<file path="src/rtl/uart_tx_even_parity_if.sv">
// +-----------------------------------------------------------------------------+
// | Module      : uart_tx_even_parity_if                                        |
// | Description : Byte handshake and serial status bundle for the UART TX.     |
// | Revision    : 1.0 - initial release                                         |
// +-----------------------------------------------------------------------------+
`timescale 1ns/1ps
`default_nettype none

interface uart_tx_even_parity_if;
   logic [7:0] tx_data;
   logic       tx_valid;
   logic       tx_ready;
   logic       tx;
   logic       tx_busy;
   logic       tx_done;

   modport master (
      output tx_data,
      output tx_valid,
      input  tx_ready,
      input  tx,
      input  tx_busy,
      input  tx_done
   );

   modport slave (
      input  tx_data,
      input  tx_valid,
      output tx_ready,
      output tx,
      output tx_busy,
      output tx_done
   );
endinterface

`default_nettype wire

</file>
<file path="src/rtl/uart_tx_even_parity.sv">
// +-----------------------------------------------------------------------------+
// | Module      : uart_tx_even_parity                                           |
// | Description : 8-bit LSB-first UART transmitter, one-byte holding register,  |
// |               one stop bit; even parity bit built when UART_TX_PARITY_EN    |
// |               is defined.                                                   |
// | Revision    : 1.0 - initial release                                         |
// +-----------------------------------------------------------------------------+
`timescale 1ns/1ps
`default_nettype none

module uart_tx_even_parity #(
   parameter int CLKS_PER_BIT = 521
) (
   input  logic                   clk,
   input  logic                   rst,
   uart_tx_even_parity_if.slave   bus
);

   localparam int                  c_baud_w    = (CLKS_PER_BIT > 1) ? $clog2(CLKS_PER_BIT) : 1;
   localparam logic [c_baud_w-1:0] c_baud_last = c_baud_w'(CLKS_PER_BIT - 1);

   typedef enum logic [2:0] {
      IDLE   = 3'd0,
      START  = 3'd1,
      DATA   = 3'd2,
      PARITY = 3'd3,
      STOP   = 3'd4
   } state_t;

   state_t              r_state;
   logic [7:0]          r_hold;
   logic                r_full;
   logic [7:0]          r_shift;
   logic [2:0]          r_bit_idx;
   logic [c_baud_w-1:0] r_baud;
   logic                r_tx;
`ifdef UART_TX_PARITY_EN
   logic                r_parity;
   logic                w_parity_nxt;
`endif

   state_t              w_state_nxt;
   logic                w_load;
   logic                w_accept;
   logic                w_bit_end;
   logic [7:0]          w_shift_nxt;
   logic [2:0]          w_bit_idx_nxt;
   logic [c_baud_w-1:0] w_baud_nxt;
   logic                w_tx_nxt;

   assign w_accept  = bus.tx_valid && !r_full;
   assign w_bit_end = (r_baud == c_baud_last);

   always_comb begin
      w_state_nxt   = r_state;
      w_load        = 1'b0;
      w_shift_nxt   = r_shift;
      w_bit_idx_nxt = r_bit_idx;

      case (r_state)
         IDLE: begin
            if (r_full) begin
               w_state_nxt = START;
               w_load      = 1'b1;
            end
         end
         START: begin
            if (w_bit_end) w_state_nxt = DATA;
         end
         DATA: begin
            if (w_bit_end) begin
               w_shift_nxt   = {1'b0, r_shift[7:1]};
               w_bit_idx_nxt = r_bit_idx + 3'd1;
               if (r_bit_idx == 3'd7) begin
`ifdef UART_TX_PARITY_EN
                  w_state_nxt = PARITY;
`else
                  w_state_nxt = STOP;
`endif
               end
            end
         end
`ifdef UART_TX_PARITY_EN
         PARITY: begin
            if (w_bit_end) w_state_nxt = STOP;
         end
`endif
         STOP: begin
            // A byte waiting at the end of the stop bit starts the next frame with no gap
            if (w_bit_end) begin
               if (r_full) begin
                  w_state_nxt = START;
                  w_load      = 1'b1;
               end else begin
                  w_state_nxt = IDLE;
               end
            end
         end
         default: w_state_nxt = IDLE;
      endcase

      if (w_load) begin
         w_shift_nxt   = r_hold;
         w_bit_idx_nxt = 3'd0;
      end

      if ((r_state == IDLE) || (w_state_nxt != r_state) || w_bit_end)
         w_baud_nxt = '0;
      else
         w_baud_nxt = r_baud + 1'b1;
   end

`ifdef UART_TX_PARITY_EN
   // Parity is latched from the load value; the shift register is destroyed by shifting
   assign w_parity_nxt = w_load ? (^r_hold) : r_parity;
`endif

   // tx is registered, so its next value follows the next state
   always_comb begin
      case (w_state_nxt)
         START:   w_tx_nxt = 1'b0;
         DATA:    w_tx_nxt = w_shift_nxt[0];
`ifdef UART_TX_PARITY_EN
         PARITY:  w_tx_nxt = w_parity_nxt;
`endif
         default: w_tx_nxt = 1'b1;
      endcase
   end

   always_ff @(posedge clk) begin
      if (rst) begin
         r_state   <= IDLE;
         r_full    <= 1'b0;
         r_hold    <= 8'h00;
         r_shift   <= 8'h00;
         r_bit_idx <= 3'd0;
         r_baud    <= '0;
         r_tx      <= 1'b1;
`ifdef UART_TX_PARITY_EN
         r_parity  <= 1'b0;
`endif
      end else begin
         r_state   <= w_state_nxt;
         r_shift   <= w_shift_nxt;
         r_bit_idx <= w_bit_idx_nxt;
         r_baud    <= w_baud_nxt;
         r_tx      <= w_tx_nxt;
`ifdef UART_TX_PARITY_EN
         r_parity  <= w_parity_nxt;
`endif
         if (w_accept) begin
            r_hold <= bus.tx_data;
            r_full <= 1'b1;
         end else if (w_load) begin
            r_full <= 1'b0;
         end
      end
   end

   assign bus.tx       = r_tx;
   assign bus.tx_ready = !r_full;
   assign bus.tx_busy  = (r_state != IDLE) || r_full;
   assign bus.tx_done  = (r_state == STOP) && w_bit_end;

endmodule

`default_nettype wire

</file>
<file path="src/flat_wrapper.sv">
// flat-port wrapper written by rule: the top's interface ports become plain ports
module uart_tx_even_parity_flat 
#(
   parameter int CLKS_PER_BIT = 521
)
  (clk, rst, bus_tx_data, bus_tx_valid, bus_tx_ready, bus_tx, bus_tx_busy, bus_tx_done);
  uart_tx_even_parity_if bus_i ();
  input  logic clk;
  input  logic rst;
  input wire logic [$bits(bus_i.tx_data)-1:0] bus_tx_data;
  input wire logic [$bits(bus_i.tx_valid)-1:0] bus_tx_valid;
  output wire logic [$bits(bus_i.tx_ready)-1:0] bus_tx_ready;
  output wire logic [$bits(bus_i.tx)-1:0] bus_tx;
  output wire logic [$bits(bus_i.tx_busy)-1:0] bus_tx_busy;
  output wire logic [$bits(bus_i.tx_done)-1:0] bus_tx_done;
  assign bus_i.tx_data = bus_tx_data;
  assign bus_i.tx_valid = bus_tx_valid;
  assign bus_tx_ready = bus_i.tx_ready;
  assign bus_tx = bus_i.tx;
  assign bus_tx_busy = bus_i.tx_busy;
  assign bus_tx_done = bus_i.tx_done;
  uart_tx_even_parity #(.CLKS_PER_BIT(CLKS_PER_BIT)) u_core (.clk(clk), .rst(rst), .bus(bus_i));
endmodule
</file>
<file path="config.mk">
export PLATFORM = sky130hd
export DESIGN_NAME = uart_tx_even_parity_flat
export DESIGN_NICKNAME = d
export VERILOG_FILES = /design/src/rtl/uart_tx_even_parity_if.sv /design/src/rtl/uart_tx_even_parity.sv /design/src/flat_wrapper.sv
export SDC_FILE = /design/constraint.sdc
export NUM_CORES = 1
export LEC_CHECK = 0
export CAP_MARGIN = 20
export CORE_MARGIN = 2
export CORE_UTILIZATION = 38
export CTS_CLUSTER_DIAMETER = 80
export DETAILED_ROUTE_END_ITERATION = 10
export SYNTH_ARGS = -nofsm -noshare
export SYNTH_HDL_FRONTEND = slang
export SYNTH_SLANG_ARGS = --single-unit
</file>
<file path="constraint.sdc">
create_clock -name clk -period 1.9 [get_ports clk]
set_input_delay 0.38 -clock clk [delete_from_list [all_inputs] [get_ports clk]]
set_output_delay 0.38 -clock clk [all_outputs]
set_load 0.01 [all_outputs]
</file>
==> results.yml, run 1 <==
timing:
  setup_tns_ns: 0
  tightest_slew_ns: 0.373
  skew_ns: 0.00390
  fin_crit_ns: 1.81
  timing.fmax_mhz: 553
  relSlewSlack: 0.751
  setup_violations: 0
  hold_viol: 0
  min_period_over_period: 0.952
  rsz0062_at_grt: "no"
  slew_violations: 0
floorplan:
  core_region_area_mm2: 0.00394
  rows: 23
  die_area_mm2: 0.00454
  pin_count: 15
  start_util: 0.387
  die_x_um: 67.4
  die_h_um: 67.4
cts:
  cts-root-buf: "clkbuf_8"
  clock_sinks: 34
  tritoncts: "built"
  cts_buffers: 5
  clk_latency_ns: 0.28
  path_clk_slew_ns: 0.07
  cts.htree.levels: 2
  cts_buffer_depth: 2
placed_design:
  hpwlAfterDp_mm: 1.95
  dpl_cell_area_mm2: 0.00176
  place.gp.congestion: 0.768
  portBuffers: 14
worst_setup_path:
  reg2reg_slack_ns: 0.13
  cp-start-kind: "flip-flop"
  critPathArrivalTime_ns: 1.43
  end_kind: "output pin"
  reg2reg_from: "u_core.r_baud[0]$_SDFF_PP0_"
  cp.required_ns: 1.52
  endpoint: "bus_tx_busy"
  r2r_cells: 8
  reg2reg_to: "u_core.bus.tx$_SDFF_PP1_"
  crit_path_start: "u_core.r_state[2]$_SDFF_PP0_"
  worstPathMaxFanout: 10
  worst-setup-path-type: "reg -> out"
synthesis:
  avgSynthCellArea_um2: 9.43
  async_reset_ff_frac: 0
  ys.flop_type: "dfxtp_1"
  syn_inst: 162
  synth.cell_area_mm2: 0.00153
  synth.net_count: 177
  synth_most_common_cell: "dfxtp_1"
  ys_types: 31
  synth_seq_area_share: 0.446
  yosysTopAreaCell: "dfxtp_1"
  synthTopCellsByArea: "dfxtp_1, mux2i_1, nor2_1, xor2_1, a211oi_2"
  yosysTopAreaCellShare: 0.446
  ys_warn_count: 0
  ys_seq_elements: 34
  synth_edf_count: 0
  yosys-top-cells-count: "dfxtp_1, nor2_1, mux2i_1"
outcome:
  run_status: "complete, no violations"
cells_and_area:
  diodes: 0
  nFillCells: 373
  synthToLayoutAreaGrowth_pct: 25.1
  num-nets-final: 200
  final_area_mm2: 0.00191
  drive_gt1_frac: 0.156
grt:
  grt_pass1_vias: 1063
  grt_antenna_before_repair: 0
  grt_max_degree: 16
  grt.overflow.total: 0
  grt_usage: 0.140
  grt_pass1_wl_mm: 4.71
routing:
  dr.first_iter.drc_count: 40
  via_per_inst: 4.94
  drc: 0
  routed_wl_mm: 2.77
  ant_nets: 0
  wl_per_cell_um: 11.7
  drtPass1Iterations: 3
  via_count: 1165
pwr:
  ir_drop_mv: 0.442
  p_comb_frac: 0.092
  p_clk_frac: 0.462
  switchingPower_w: 0.000362
  p_int_w: 0.00135
  seqPwrFrac: 0.446
  power_density_mw_per_mm2: 897
  swShare: 0.211
  p_leak_nw: 0.822
hold_path:
  min_path_cells: 2
  hold_class: "reg -> reg"
run:
  max_cap_violations: 0
-- worst min-delay path by stage --
stage               slack [ns]                             end                           from
finish                    0.50   u_core.r_hold[6]$_SDFFE_PP0P_  u_core.r_hold[6]$_SDFFE_PP0P_
global placement          0.48   u_core.r_hold[5]$_SDFFE_PP0P_  u_core.r_hold[5]$_SDFFE_PP0P_
detailed placement        0.49   u_core.r_hold[6]$_SDFFE_PP0P_  u_core.r_hold[6]$_SDFFE_PP0P_
floorplan                 0.46     u_core.r_baud[0]$_SDFF_PP0_    u_core.r_baud[0]$_SDFF_PP0_
CTS                       0.51   u_core.r_hold[1]$_SDFFE_PP0P_  u_core.r_hold[1]$_SDFFE_PP0P_
global route              0.52  u_core.r_shift[6]$_SDFFE_PP0P_  u_core.r_hold[6]$_SDFFE_PP0P_
-- cells by family (layout without fill, tap and decap cells) --
group | count (synthesis) | count (layout) | share of synthesized area
AOI/OAI and AO/OA | 19 | 19 | 0.101
xor gates and xnor gates | 10 | 10 | 0.0573
adders and majority gates | 4 | 4 | 0.0328
buffers and inverters | 14 | 38 | 0.0418
DFF | 34 | 34 | 0.446
muxes | 17 | 17 | 0.111
and+or+nand+nor | 64 | 64 | 0.210
-- repair_timing --
item	in CTS	in global routing
endpoints found under the hold margin	0	0
gates cloned	0	0
gates resized for setup	3	5
hold buffers	0	0
pin swaps	1	0
setup buffers	1	0
setup endpoints to repair	2	10
-- power groups by stage --
stage / Combinational [W] / Sequential, W / Clock (W)
final: 0.000157 / 0.000765 / 0.000793
after CTS: 0.000159 / 0.000765 / 0.000812
after floorplan: 0.0000973 / 0.000778 / 0
after detailed placement: 0.000154 / 0.000780 / 0
after global routing: 0.000174 / 0.000768 / 0.000848
after global placement: 0.000151 / 0.000779 / 0
-- flip-flops by register name, summed over array words and instances (netlist names) --
register and flops:
u_core.r_state 3, u_core.r_full 1, u_core.r_hold 8, u_core.r_bit_idx 3
u_core.bus.tx 1, u_core.r_shift 8, u_core.r_baud 10
-- worst max-delay path: stages, from the launching register on --
cell             delay, ns
dfxtp_1               0.37
buf_6                 0.15
nor2_1                0.04
nand2_1               0.07
clkdlybuf4s50_1       0.52
-- per-layer routing --
layer,global-route usage,up-vias,share of wire
li1,-,604,-
met1,0.165,545,0.47
met2,0.231,12,0.49
met3,0.0450,4,0.031
met4,0.0612,0,0.013
met5,0,-,0
-- area by class of cell --
class	instances	area [µm²]	share of cell area
multi-input combinational	114	793	0.415
sequential	34	682	0.357
timing repair buffer	24	214	0.112
clock buffer	5	68.8	0.0360
clock inverter	3	68.8	0.0360
tap	50	62.6	0.0327
inverter	6	22.5	0.0118
-- through the flow --
| step | power (W) | worst slack, ns | instances | hold WS [ns] | util |
|---|---|---|---|---|---|
| 2_1_floorplan | 0.000875 | 0.226 | 162 | 0.461 | - |
| 4_1_cts | 0.00174 | 0.0344 | 236 | 0.506 | 0.484 |
| 3_3_place_gp | 0.000930 | 0.0705 | 227 | 0.477 | 0.446 |
| 3_5_place_dp | 0.000934 | 0.0380 | 227 | 0.486 | 0.446 |
| 6_report | 0.00171 | 0.0903 | 236 | 0.496 | 0.485 |
| 5_1_grt | 0.00179 | 0.0134 | 236 | 0.520 | 0.485 |
-- cell usage in the layout (no fill, tap or decap), types with 5 or more instances in the layout --
| master | count |
|---|---|
| clkdlybuf4s50_1 | 13 |
| buf_4 | 9 |
| xor2_1 | 9 |
| nand2_1 | 6 |
| inv_1 | 6 |
| dfxtp_1 | 33 |
| nand3_1 | 8 |
| clkbuf_8 | 5 |
| mux2i_1 | 17 |
| nor2_1 | 31 |
(Power assumes the default switching activity.)
==> inputs of run 2 (changes only) <==
Settings changed: CORE_ASPECT_RATIO from default to 1.25, GPL_TIMING_DRIVEN from default to 0.
==> run 2 against run 1 <==
Effect of this change:
- sequential share of layout area increased by 0.94 points
- core utilization increased by 0.95 points
- first-iteration DRC count decreased by 33%
- count of clock-buffer cells in the layout increased by 1
- total power decreased by 16%
- non-clock buffer count increased by 2
- final cell count increased by 2.5%
- global-route usage increased by 0.35 points
- final area decreased by 1.3%
- hold slack got worse by 0.047 ns
- sequential cell count unchanged
- critical path depth increased by 3
- critical endpoint is now bus_tx_done
==> results.yml, run 2 (synthesis results as in run 1) <==
outcome:
  run_status: "complete, no violations"
cells_and_area:
  registers.top_by_ff_count: "u_core.r_baud"
  diodes: 0
  num-nets-final: 202
  reg.largest.list: "u_core.r_baud x10, u_core.r_hold x8, u_core.r_shift x8"
  most-common-layout-cells: "nor2_1, dfxtp_1, mux2i_1, clkdlybuf4s50_1, xor2_1"
  nFillCells: 375
  largest_register_ffs: 10
  synthToLayoutAreaGrowth_pct: 23.5
  drive_gt1_frac: 0.176
  fin_util: 0.494
cts:
  tritoncts: "built"
  clock_sinks: 34
  cts-root-buf: "clkbuf_8"
  cts_buffers: 5
  cts.htree.levels: 2
  path_clk_slew_ns: 0.07
  cts_buffer_depth: 2
  clk_latency_ns: 0.28
grt:
  grt_usage: 0.143
  grt.overflow.total: 0
  grt_pass1_vias: 1116
  grt_max_degree: 12
  grt_pass1_wl_mm: 4.80
  grt_antenna_before_repair: 0
floorplan:
  die_h_um: 74.9
  pin_count: 15
  rows: 25
  die_x_um: 60.7
  start_util: 0.400
  die_area_mm2: 0.00455
  core_region_area_mm2: 0.00382
timing:
  skew_ns: 0.00741
  slew_violations: 0
  timing.fmax_mhz: 552
  setup_violations: 0
  setup_tns_ns: 0
  tightest_slew_ns: 0.591
  hold_viol: 0
  relSlewSlack: 0.606
  min_period_over_period: 0.953
  fin_ws_ns: 0.0898
  fin_crit_ns: 1.81
hold_path:
  hold_class: "in -> reg"
routing:
  drc: 0
  ant_nets: 0
  routed_wl_mm: 2.85
  dr.first_iter.drc_count: 27
  via_per_inst: 4.85
  wl_per_cell_um: 11.8
  via_count: 1173
  drtPass1Iterations: 3
pwr:
  power_density_mw_per_mm2: 763
  ir_drop_mv: 0.502
  p_leak_nw: 0.797
worst_setup_path:
  cp-start-kind: "flip-flop"
  worst-setup-path-type: "reg -> out"
  worstPathMaxFanout: 3
  critPathArrivalTime_ns: 1.43
  end_kind: "output pin"
  cp.required_ns: 1.52
placed_design:
  portBuffers: 13
  hpwlAfterDp_mm: 2.11
  place.gp.congestion: 0.830
  place_ws_ns: -0.226
run:
  max_cap_violations: 0
-- run 2: cell count changes in the layout (fill, tap and decap cells not counted), moves of 2 or more --
cell and delta:
buf_4 -4, clkbuf_1 +4, dfxtp_1 -3, buf_2 +2
bufinv_16 -2, dfxtp_4 +2, inv_1 -2, inv_2 +2
-- run 2: critical path, cell delays in order (launching register included) --
cell	delay (ns)
dfxtp_4	0.35
inv_2	0.06
ha_4	0.13
nor3b_4	0.19
nand3_2	0.11
buf_6	0.13
nor2_2	0.06
buf_2	0.12
-- run 2: per-layer routing --
| layer | wire length, µm | vias to the layer above | global-route usage |
|---|---|---|---|
| met4 | 48 | 0 | 0.0507 |
| li1 | - | 601 | - |
| met5 | 0 | - | 0 |
| met2 | 1520 | 14 | 0.260 |
| met3 | 86 | 5 | 0.0464 |
| met1 | 1200 | 553 | 0.153 |
-- run 2: area by class of cell --
type	count	area [µm²]	area share
buffer	8	50.0	0.0265
multi-input combinational	114	807	0.428
clock buffer	6	72.6	0.0385
clock inverter	2	13.8	0.00729
timing repair buffer	18	163	0.0862
inverter	6	22.5	0.0119
tap	54	67.6	0.0358
sequential	34	691	0.366
-- run 2: final timing paths --
kind / from / end / slack [ns] / cells after the start
min reg2reg: u_core.r_hold[3]$_SDFFE_PP0P_ / u_core.r_hold[3]$_SDFFE_PP0P_ / 0.51 / 2
min: rst / u_core.r_state[2]$_SDFF_PP0_ / 0.45 / 2
max reg2reg: u_core.r_baud[1]$_SDFF_PP0_ / u_core.r_shift[7]$_SDFFE_PP0P_ / 0.10 / 9
max: u_core.r_baud[1]$_SDFF_PP0_ / bus_tx_done / 0.09 / 7
-- run 2: repair_timing --
item                                    CTS  global route
resized for setup                         8            13
endpoints found under the setup margin    1             8
hold buffers                              0             0
pin swaps                                 0             4
setup buffers                             4             1
-- run 2: report_power, final --
part | internal [W] | switching, W
clock network | 0.000258 | 0.000261
logic | 0.0000807 | 0.0000766
registers | 0.000743 | 0.0000202
total | 0.00108 | 0.000358
-- run 2: stage by stage --
stage	area [µm²]	hold WS, ns	instances	power [W]
after floorplan	1530	0.461	162	0.000875
after global placement	1730	0.476	229	0.000926
after detailed placement	1730	0.493	229	0.000932
after CTS	1850	0.448	241	0.00146
after global routing	1890	0.483	242	0.00151
final	1890	0.450	242	0.00144
